==> config.mk <==
export PLATFORM = sky130hd
export DESIGN_NAME = ccw_retry_sched
export DESIGN_NICKNAME = d
export VERILOG_FILES = /design/src/rtl/ccw_retry_sched_pkg.sv /design/src/rtl/ccw_delay_timer.sv /design/src/rtl/ccw_retry_sched.sv
export SDC_FILE = /design/constraint.sdc
export NUM_CORES = 1
export LEC_CHECK = 0
export ABC_AREA = 0
export BUFFER_PORTS_ARGS = -buffer_cell sky130_fd_sc_hd__buf_4
export CORE_UTILIZATION = 51
export CTS_CLUSTER_DIAMETER = 40
export DETAILED_ROUTE_END_ITERATION = 16
export PLACE_DENSITY = 0.71
export SYNTH_ARGS = -nofsm -noshare
export SYNTH_HDL_FRONTEND = slang
export SYNTH_SLANG_ARGS = --single-unit
export TNS_END_PERCENT = 100
==> constraint.sdc <==
create_clock -name clk -period 3.56 [get_ports clk]
set_input_delay 0.534 -clock clk [delete_from_list [all_inputs] [get_ports clk]]
set_output_delay 0.534 -clock clk [all_outputs]
set_load 0.01 [all_outputs]
==> src/rtl/ccw_retry_sched_pkg.sv <==
// ccw_retry_sched_pkg
//   Shared definitions for the CCW retry scheduler:
//   - default clock frequency, busy delay and retry limits
//   - 3-bit FSM state encoding (CCW_ST_IDLE .. CCW_ST_FAIL)
//   - calc_ticks(): terminal count of the busy-delay counter
package ccw_retry_sched_pkg;

    localparam int unsigned CLK_FREQ_DEF         = 50_000_000;
    localparam int unsigned BUSY_DELAY_MS_DEF    = 100;
    localparam int unsigned MAX_BUSY_RETRIES_DEF = 3;
    localparam int unsigned MAX_SRC_TOGGLES_DEF  = 1;
    localparam int unsigned CNT_W_DEF            = 23;

    typedef enum logic [2:0] {
        CCW_ST_IDLE      = 3'd0,
        CCW_ST_WAIT_RESP = 3'd1,
        CCW_ST_BUSY_DLY  = 3'd2,
        CCW_ST_SWITCH    = 3'd3,
        CCW_ST_FAIL      = 3'd4
    } ccw_state_e;

    // Counter runs 0..TICKS inclusive, so TICKS+1 cycles make up the delay.
    function automatic int unsigned calc_ticks(input int unsigned clk_freq,
                                               input int unsigned delay_ms);
        return clk_freq / 1000 * delay_ms - 1;
    endfunction

endpackage

==> src/rtl/ccw_delay_timer.sv <==
// ccw_delay_timer
//   Busy-delay counter for the CCW retry scheduler.
//   Ports:
//     clk, n_rst  clock, async active-low reset
//     run         counter advances while high, held at 0 while low
//     load        restart the count at 0 (first cycle of a delay)
//     terminal    high while the count equals TICKS
module ccw_delay_timer
    import ccw_retry_sched_pkg::*;
#(
    parameter int unsigned CNT_W = CNT_W_DEF,
    parameter int unsigned TICKS = calc_ticks(CLK_FREQ_DEF, BUSY_DELAY_MS_DEF)
) (
    input  logic clk,
    input  logic n_rst,
    input  logic run,
    input  logic load,
    output logic terminal
);

    localparam logic [CNT_W-1:0] TICKS_C = CNT_W'(TICKS);
    localparam logic [CNT_W-1:0] ONE_C   = CNT_W'(1);

    logic [CNT_W-1:0] cnt_q;

    always_ff @(posedge clk or negedge n_rst) begin
        if (!n_rst) begin
            cnt_q <= '0;
        end else if (!run || load) begin
            cnt_q <= '0;
        end else begin
            cnt_q <= cnt_q + ONE_C;
        end
    end

    // The owner leaves the delay state on this cycle, so the count never
    // passes TICKS.
    assign terminal = (cnt_q == TICKS_C);

endmodule

==> src/rtl/ccw_retry_sched.sv <==
// ccw_retry_sched
//   Recovery sequencer for one CCW exchange with a subscriber device.
//   Busy replies schedule delayed repeats; missing or bad replies switch the
//   command source (main/reserve) and repeat. Reports success or failure.
//   Ports:
//     clk, n_rst               clock, async active-low reset
//     ccw_start                new CCW launched by the transmitter
//     ccw_accepted             SD accepted the CCW
//     sd_busy                  SD replied busy
//     no_reply_or_err          reply timeout or bad reply
//     ccw_repeat_req           retransmit the current CCW
//     ccw_toggle_com_src_req   source switch performed
//     com_src_sel              0 = main, 1 = reserve
//     ccw_done / ccw_fail      exchange succeeded / retries exhausted
//     sched_busy               exchange in progress
//     busy_retry_cnt           busy repeats used on the current source
//   Signalling: every input and every *_req/done/fail output is a single-cycle
//   pulse with no back-pressure; a pulse is consumed on the clock edge that
//   samples it. All outputs come straight from flops.
module ccw_retry_sched
    import ccw_retry_sched_pkg::*;
#(
    parameter int unsigned CLK_FREQ         = CLK_FREQ_DEF,
    parameter int unsigned BUSY_DELAY_MS    = BUSY_DELAY_MS_DEF,
    parameter int unsigned MAX_BUSY_RETRIES = MAX_BUSY_RETRIES_DEF,
    parameter int unsigned MAX_SRC_TOGGLES  = MAX_SRC_TOGGLES_DEF,
    parameter int unsigned CNT_W            = CNT_W_DEF
) (
    input  logic       clk,
    input  logic       n_rst,
    input  logic       ccw_start,
    input  logic       ccw_accepted,
    input  logic       sd_busy,
    input  logic       no_reply_or_err,
    output logic       ccw_repeat_req,
    output logic       ccw_toggle_com_src_req,
    output logic       com_src_sel,
    output logic       ccw_done,
    output logic       ccw_fail,
    output logic       sched_busy,
    output logic [1:0] busy_retry_cnt
);

    localparam int unsigned TICKS = calc_ticks(CLK_FREQ, BUSY_DELAY_MS);
    // One spare code so the width is never zero.
    localparam int unsigned TOG_W = $clog2(MAX_SRC_TOGGLES + 2);
    localparam logic [1:0]       MAX_BUSY_C = 2'(MAX_BUSY_RETRIES);
    localparam logic [TOG_W-1:0] MAX_TOG_C  = TOG_W'(MAX_SRC_TOGGLES);
    localparam logic [TOG_W-1:0] TOG_ONE_C  = TOG_W'(1);

    ccw_state_e       state_q, state_nx;
    logic [1:0]       busy_cnt_nx;
    logic [TOG_W-1:0] tog_cnt_q, tog_cnt_nx;
    logic             src_nx, repeat_nx, toggle_nx, done_nx, fail_nx, sbusy_nx;
    logic             fault;
    logic             tmr_load, tmr_term;

    ccw_delay_timer #(
        .CNT_W (CNT_W),
        .TICKS (TICKS)
    ) u_delay_timer (
        .clk      (clk),
        .n_rst    (n_rst),
        .run      (state_nx == CCW_ST_BUSY_DLY),
        .load     (tmr_load),
        .terminal (tmr_term)
    );

    always_ff @(posedge clk or negedge n_rst) begin
        if (!n_rst) begin
            state_q                <= CCW_ST_IDLE;
            tog_cnt_q              <= '0;
            busy_retry_cnt         <= '0;
            com_src_sel            <= 1'b0;
            ccw_repeat_req         <= 1'b0;
            ccw_toggle_com_src_req <= 1'b0;
            ccw_done               <= 1'b0;
            ccw_fail               <= 1'b0;
            sched_busy             <= 1'b0;
        end else begin
            state_q                <= state_nx;
            tog_cnt_q              <= tog_cnt_nx;
            busy_retry_cnt         <= busy_cnt_nx;
            com_src_sel            <= src_nx;
            ccw_repeat_req         <= repeat_nx;
            ccw_toggle_com_src_req <= toggle_nx;
            ccw_done               <= done_nx;
            ccw_fail               <= fail_nx;
            sched_busy             <= sbusy_nx;
        end
    end

    always_comb begin
        state_nx    = state_q;
        busy_cnt_nx = busy_retry_cnt;
        tog_cnt_nx  = tog_cnt_q;
        src_nx      = com_src_sel;
        sbusy_nx    = sched_busy;
        repeat_nx   = 1'b0;
        toggle_nx   = 1'b0;
        done_nx     = 1'b0;
        fail_nx     = 1'b0;
        tmr_load    = 1'b0;
        fault       = 1'b0;

        case (state_q)
            CCW_ST_IDLE: begin
                if (ccw_start) begin
                    state_nx    = CCW_ST_WAIT_RESP;
                    busy_cnt_nx = '0;
                    tog_cnt_nx  = '0;
                    sbusy_nx    = 1'b1;
                end
            end
            CCW_ST_WAIT_RESP: begin
                if (ccw_accepted) begin
                    state_nx = CCW_ST_IDLE;
                    done_nx  = 1'b1;
                    sbusy_nx = 1'b0;
                end else if (no_reply_or_err) begin
                    fault = 1'b1;
                end else if (sd_busy) begin
                    if (busy_retry_cnt < MAX_BUSY_C) begin
                        state_nx    = CCW_ST_BUSY_DLY;
                        busy_cnt_nx = busy_retry_cnt + 2'd1;
                        tmr_load    = 1'b1;
                    end else begin
                        // Busy budget on this source is spent: escalate.
                        fault = 1'b1;
                    end
                end
            end
            CCW_ST_BUSY_DLY: begin
                // Fault and busy pulses are deliberately ignored while waiting.
                if (ccw_accepted) begin
                    state_nx = CCW_ST_IDLE;
                    done_nx  = 1'b1;
                    sbusy_nx = 1'b0;
                end else if (tmr_term) begin
                    state_nx  = CCW_ST_WAIT_RESP;
                    repeat_nx = 1'b1;
                end
            end
            CCW_ST_SWITCH: begin
                // Source flip was announced last cycle; repeat follows alone.
                state_nx  = CCW_ST_WAIT_RESP;
                repeat_nx = 1'b1;
            end
            CCW_ST_FAIL: begin
                state_nx = CCW_ST_IDLE;
            end
            default: begin
                state_nx = CCW_ST_IDLE;
            end
        endcase

        if (fault) begin
            if (tog_cnt_q < MAX_TOG_C) begin
                state_nx    = CCW_ST_SWITCH;
                src_nx      = ~com_src_sel;
                toggle_nx   = 1'b1;
                tog_cnt_nx  = tog_cnt_q + TOG_ONE_C;
                busy_cnt_nx = '0;
            end else begin
                state_nx = CCW_ST_FAIL;
                fail_nx  = 1'b1;
                sbusy_nx = 1'b0;
            end
        end
    end

endmodule
== Word-level counts from Yosys, hierarchy flattened ==
Index checks and enable logic that the tools add are counted.
Operators by class
  $add $sub $neg: 3
  magnitude comparators: 2
  equality and inequality tests: 5
  mux-type cells: 47
  bitwise operators: 1
  reductions and logical operators: 5
Operators with widths (number)
  two-way mux 3 bit: 9
  adder 23 x 1 -> 23 bit, second input constant: 1
  equality test 23 bit, second input constant: 1
  two-way mux 23 bit: 1
  two-way mux 1 bit: 22
  two-way mux 2 bit: 11
  case mux 3 bit (4 select lines): 1
  equality test 3 x 2 -> 1 bit, second input constant: 3
  adder 2 x 1 -> 2 bit, second input constant: 2
  case mux 1 bit (2 select lines): 2
  case mux 2 bit (2 select lines): 1
  equality test 3 x 1 -> 1 bit, second input constant: 1
  logical NOT 3 bit: 1
  less-than comparator 2 x 1 -> 1 bit, second input constant: 1
  less-than comparator 2 bit, second input constant: 1
  AND reduction 2 bit: 1
  OR reduction 2 bit: 1
  logical NOT 1 bit: 1
  logical OR 1 bit: 1
  NOT 1 bit: 1
Word-level totals
  register bits: 36
  input bits: 6
  output and inout port bits: 8
  logic and storage cells: 73

== Logic depth before layout (Yosys ltp) ==
  word-level depth: 11
  depth in mapped cells: 6
  gate-level depth less buffers: 6

== By module ==
From an unflattened synthesis, not the netlist that was laid out.
Second synthesis, totals
  cells, all modules: 195
  area total of the unflattened synthesis: 1885.6 um2
By module, submodules not included
  ccw_delay_timer: instances 1, cells an instance 134, area each 1242.4 um2, sequential area each 575.6 um2
  ccw_retry_sched: instances 1, cells an instance 61, area each 643.1 um2, sequential area each 325.3 um2

== Least setup slack after synthesis ==
Ideal clock, no wire load.
  path kind: reg2reg
  start: register u_delay_timer.cnt_q[12]
  end: register state_q[0]
  setup time: 0.087 ns
  arrival: 2.078 ns
  required time: 3.473 ns
  slack: 1.395 ns
  cell stages (with the launch flop): 5
  buffers on the path: 0
  period minus slack after synthesis: 2.165 ns
  path through: dfrtp_1 -> or4_1 -> or4_4 -> or4b_4 -> a211oi_2
On the way
  word-level cells in the longest chain between the ends: 5
Ends and longest elaborated chain
  start: declaration: RTL line ccw_delay_timer.sv:24  | logic [CNT_W-1:0] cnt_q;
  start signal: assignment: RTL line ccw_delay_timer.sv:32  | cnt_q <= cnt_q + ONE_C;
  equality test 23 bit: RTL line ccw_delay_timer.sv:38  | assign terminal = (cnt_q == TICKS_C);
  two-way mux 3 bit: RTL line ccw_retry_sched.sv:139  | end else if (tmr_term) begin
  two-way mux 3 bit: RTL line ccw_retry_sched.sv:135  | if (ccw_accepted) begin
  case mux 3 bit (4 select lines): RTL line ccw_retry_sched.sv:106  | case (state_q)
  two-way mux 3 bit: RTL line ccw_retry_sched.sv:157  | if (fault) begin
  via state_nx[0]: RTL line ccw_retry_sched.sv:51  | ccw_state_e state_q, state_nx;
  end signal: assignment: RTL line ccw_retry_sched.sv:81  | state_q <= state_nx;
  end: declaration: RTL line ccw_retry_sched.sv:51
The timed path passes the listed nets, and every way through them passes these cells.
A chain may end at the register's enable or synchronous reset.

== Final worst setup path ==
Same ends and word-level chain as after synthesis.

==> impl_metrics.py <==
metrics = {
    "global_route": {
        "grt_max_degree": 37,
        "grt_pass1_vias": 1404,
        "global_route.usage.met1_pct": 30.8,
        "grt_antenna_before_repair": 0,
        "grt_use_met2_pct": 35.3,
        "overflow": 0,
        "gr-usage-met3_pct": 5.67,
        "grt_pass1_wl_mm": 6.18,
        "track_usage_pct": 22.5,
        "top_usage_layer": "met2",
    },
    "timing": {
        "hold_viol": 0,
        "max_freq_mhz": 443,
        "drv_slew": 0,
        "whs_ns": 0.116,
        "period_share_pct": 63.5,
        "tightest_slew_ns": 0.489,
        "min_period_ns": 2.26,
        "slew_headroom_pct": 67.1,
        "rsz0062_at_grt": "no",
        "setup_tns_ns": 0,
        "setup_viol": 0,
        "setup_ws_ns": 1.30,
        "finClkSkew_ns": 0.0157,
    },
    "place": {
        "io_buffers": 13,
        "dpl_cell_area_um2": 1960,
        "place_hpwl_mm": 2.47,
        "place_congestion": 0.861,
        "dp_cells": 242,
        "pre_cts_slack_ns": 1.33,
    },
    "synthesis": {
        "syn-instance-count": 185,
        "synth.top_cell.area_share_pct": 49.8,
        "synth_nets": 193,
        "yosysMostFrequentCell": "dfrtp_1",
        "async_flop_share_pct": 100,
        "ys_ff_latch": 36,
        "synthFlopType": "dfrtp_1",
        "synth_area_leaders": "dfrtp_1, nor2_1, xnor2_1, nand2_1, a21oi_1",
        "synth_edf_count": 0,
        "avgSynthCellArea_um2": 9.78,
        "syn-cell-area_um2": 1810,
        "synth_cell_types": 41,
        "yosys_warnings": 0,
        "yosysTopAreaCell": "dfrtp_1",
        "synthTopCellsByCount": "dfrtp_1, nor2_1, nand2_1",
        "ys_seq_area_share_pct": 49.8,
    },
    "final_layout": {
        "diodes": 0,
        "fin_util_pct": 60.1,
        "synthToLayoutAreaGrowth_pct": 11.8,
        "post_route_cells_drive_above_1_share_pct": 16.2,
        "design_area_um2": 2020,
        "fin_cells": 250,
        "fillerInstances": 326,
        "final_nets": 211,
    },
    "cts": {
        "numCtsBuffers": 5,
        "cts_tree": "built",
        "cts-hold-fix-buffers": 0,
        "cts_resized": 0,
        "root_buffer": "clkbuf_4",
        "ctsLongestPathBuffers": 2,
        "insertion_delay_ns": 0.35,
        "cts_num_sinks": 36,
        "postCtsSetupRepairBufs": 0,
        "cts-htree-levels": 2,
        "cts.clk_slew.worst_paths_ns": 0.12,
    },
    "floorplanning": {
        "initial_core_util_pct": 53.8,
        "die_w_um": 61.6,
        "ios": 14,
        "row_count": 21,
        "dieArea_um2": 3790,
        "fp.coreArea_um2": 3360,
        "die_h_um": 61.6,
    },
    "detailed_routing": {
        "firstDrtPassIters": 4,
        "wl_per_cell_um": 14.2,
        "drtIter0Drc": 79,
        "drt.antenna.violating_nets": 0,
        "wirelength_mm": 3.56,
        "dr_total_vias": 1424,
        "avgViaCountPerCell": 5.70,
        "drc": 0,
    },
    "critical_path": {
        "end_kind": "flop",
        "r2r_end": "state_q[0]",
        "reg2reg_slack_ns": 1.30,
        "setup.worst_path.start_class": "flop",
        "path_class": "flop to flop",
        "reg2reg_depth": 4,
        "worstPathMaxFanout": 4,
        "r2r-start": "u_delay_timer.cnt_q[12]",
        "cp.arrival_ns": 2.53,
        "required_ns": 3.83,
    },
    "power": {
        "ir_drop_mv": 0.392,
        "leakage_nw": 0.832,
        "power_density_nw_per_um2": 436,
        "p_total_mw": 0.881,
    },
    "job": {
        "drv_cap": 0,
    },
    "worst_hold_path": {
        "hold_class": "primary input to asynchronous set/reset pin",
    },
    "outcome": {
        "status": "finished, final reports clean",
    },
}
-- report_power, final --
group	leakage, nW	internal [mW]	total [mW]	switching (mW)
combinational	0.301	0.0817	0.171	0.0896
sequential	0.493	0.446	0.478	0.0319
clock	0.0380	0.0939	0.232	0.138
total	0.832	0.621	0.881	0.260
-- critical path, stage by stage, from the launching register on --
cell	delay, ns
dfrtp_1	0.43
or4_1	0.52
or4_4	0.51
or4b_4	0.50
a211oi_2	0.21
-- cells in the final DEF, fill, tap and decap left out, types with 3 or more instances in the layout --
cell	netlist	layout
or4_1	4	4
dfrtp_1	36	36
clkbuf_4	0	5
o21ai_0	7	6
xnor2_1	10	10
nor2_1	24	24
nand2_1	16	16
buf_4	0	15
nor4_1	5	5
nor3_1	4	4
inv_1	9	9
nand3_1	10	10
a21oi_1	10	10
o31ai_1	3	3
nand4_1	6	6
xor2_1	5	5
-- routing by layer --
| layer | share of wire (%) | vias to the layer above |
|---|---|---|
| met2 | 48 | 27 |
| met5 | 0 | - |
| met3 | 3.4 | 5 |
| met1 | 48 | 691 |
| met4 | 1.0 | 0 |
| li1 | - | 701 |
-- how the worst max path moves through the flow --
stage	from	cells past startpoint	slack, ns	endpoint
after global routing	u_delay_timer.cnt_q[2]	4	1.25	u_delay_timer.cnt_q[22]
after global placement	u_delay_timer.cnt_q[12]	4	1.36	state_q[0]
after floorplan	u_delay_timer.cnt_q[12]	4	1.40	state_q[0]
final	u_delay_timer.cnt_q[12]	4	1.30	state_q[0]
after detailed placement	u_delay_timer.cnt_q[12]	4	1.33	state_q[0]
after CTS	u_delay_timer.cnt_q[12]	4	1.30	state_q[0]
-- kinds of logic (layout without fill, tap and decap cells) --
| group | Yosys count | in the layout | share of synthesized area (%) |
|---|---|---|---|
| compound gates | 27 | 27 | 9.68 |
| xor+xnor | 15 | 15 | 7.26 |
| fa+ha+maj | 2 | 2 | 1.38 |
| buf+inv | 13 | 32 | 2.90 |
| flops | 36 | 36 | 49.8 |
| mux | 2 | 2 | 1.11 |
| simple gates | 90 | 90 | 27.9 |
-- registers in the layout (all words and copies together) (netlist names) --
| signal | cells |
|---|---|
| ccw_done | 1 |
| busy_retry_cnt | 2 |
| ccw_toggle_com_src_req | 1 |
| com_src_sel | 1 |
| sched_busy | 1 |
| ccw_fail | 1 |
| tog_cnt_q | 2 |
| ccw_repeat_req | 1 |
| u_delay_timer.cnt_q | 23 |
| state_q | 3 |
-- final cells by class --
class	count	area, µm²	share of cell area [%]
clock buffers	6	51.3	2.54
multi-input cells	136	856	42.3
flip-flops and latches	36	901	44.6
repair buffers	15	113	5.57
clock inverters	2	10.0	0.495
inverters	9	33.8	1.67
well taps	46	57.6	2.85
(Power assumes the default switching activity.)
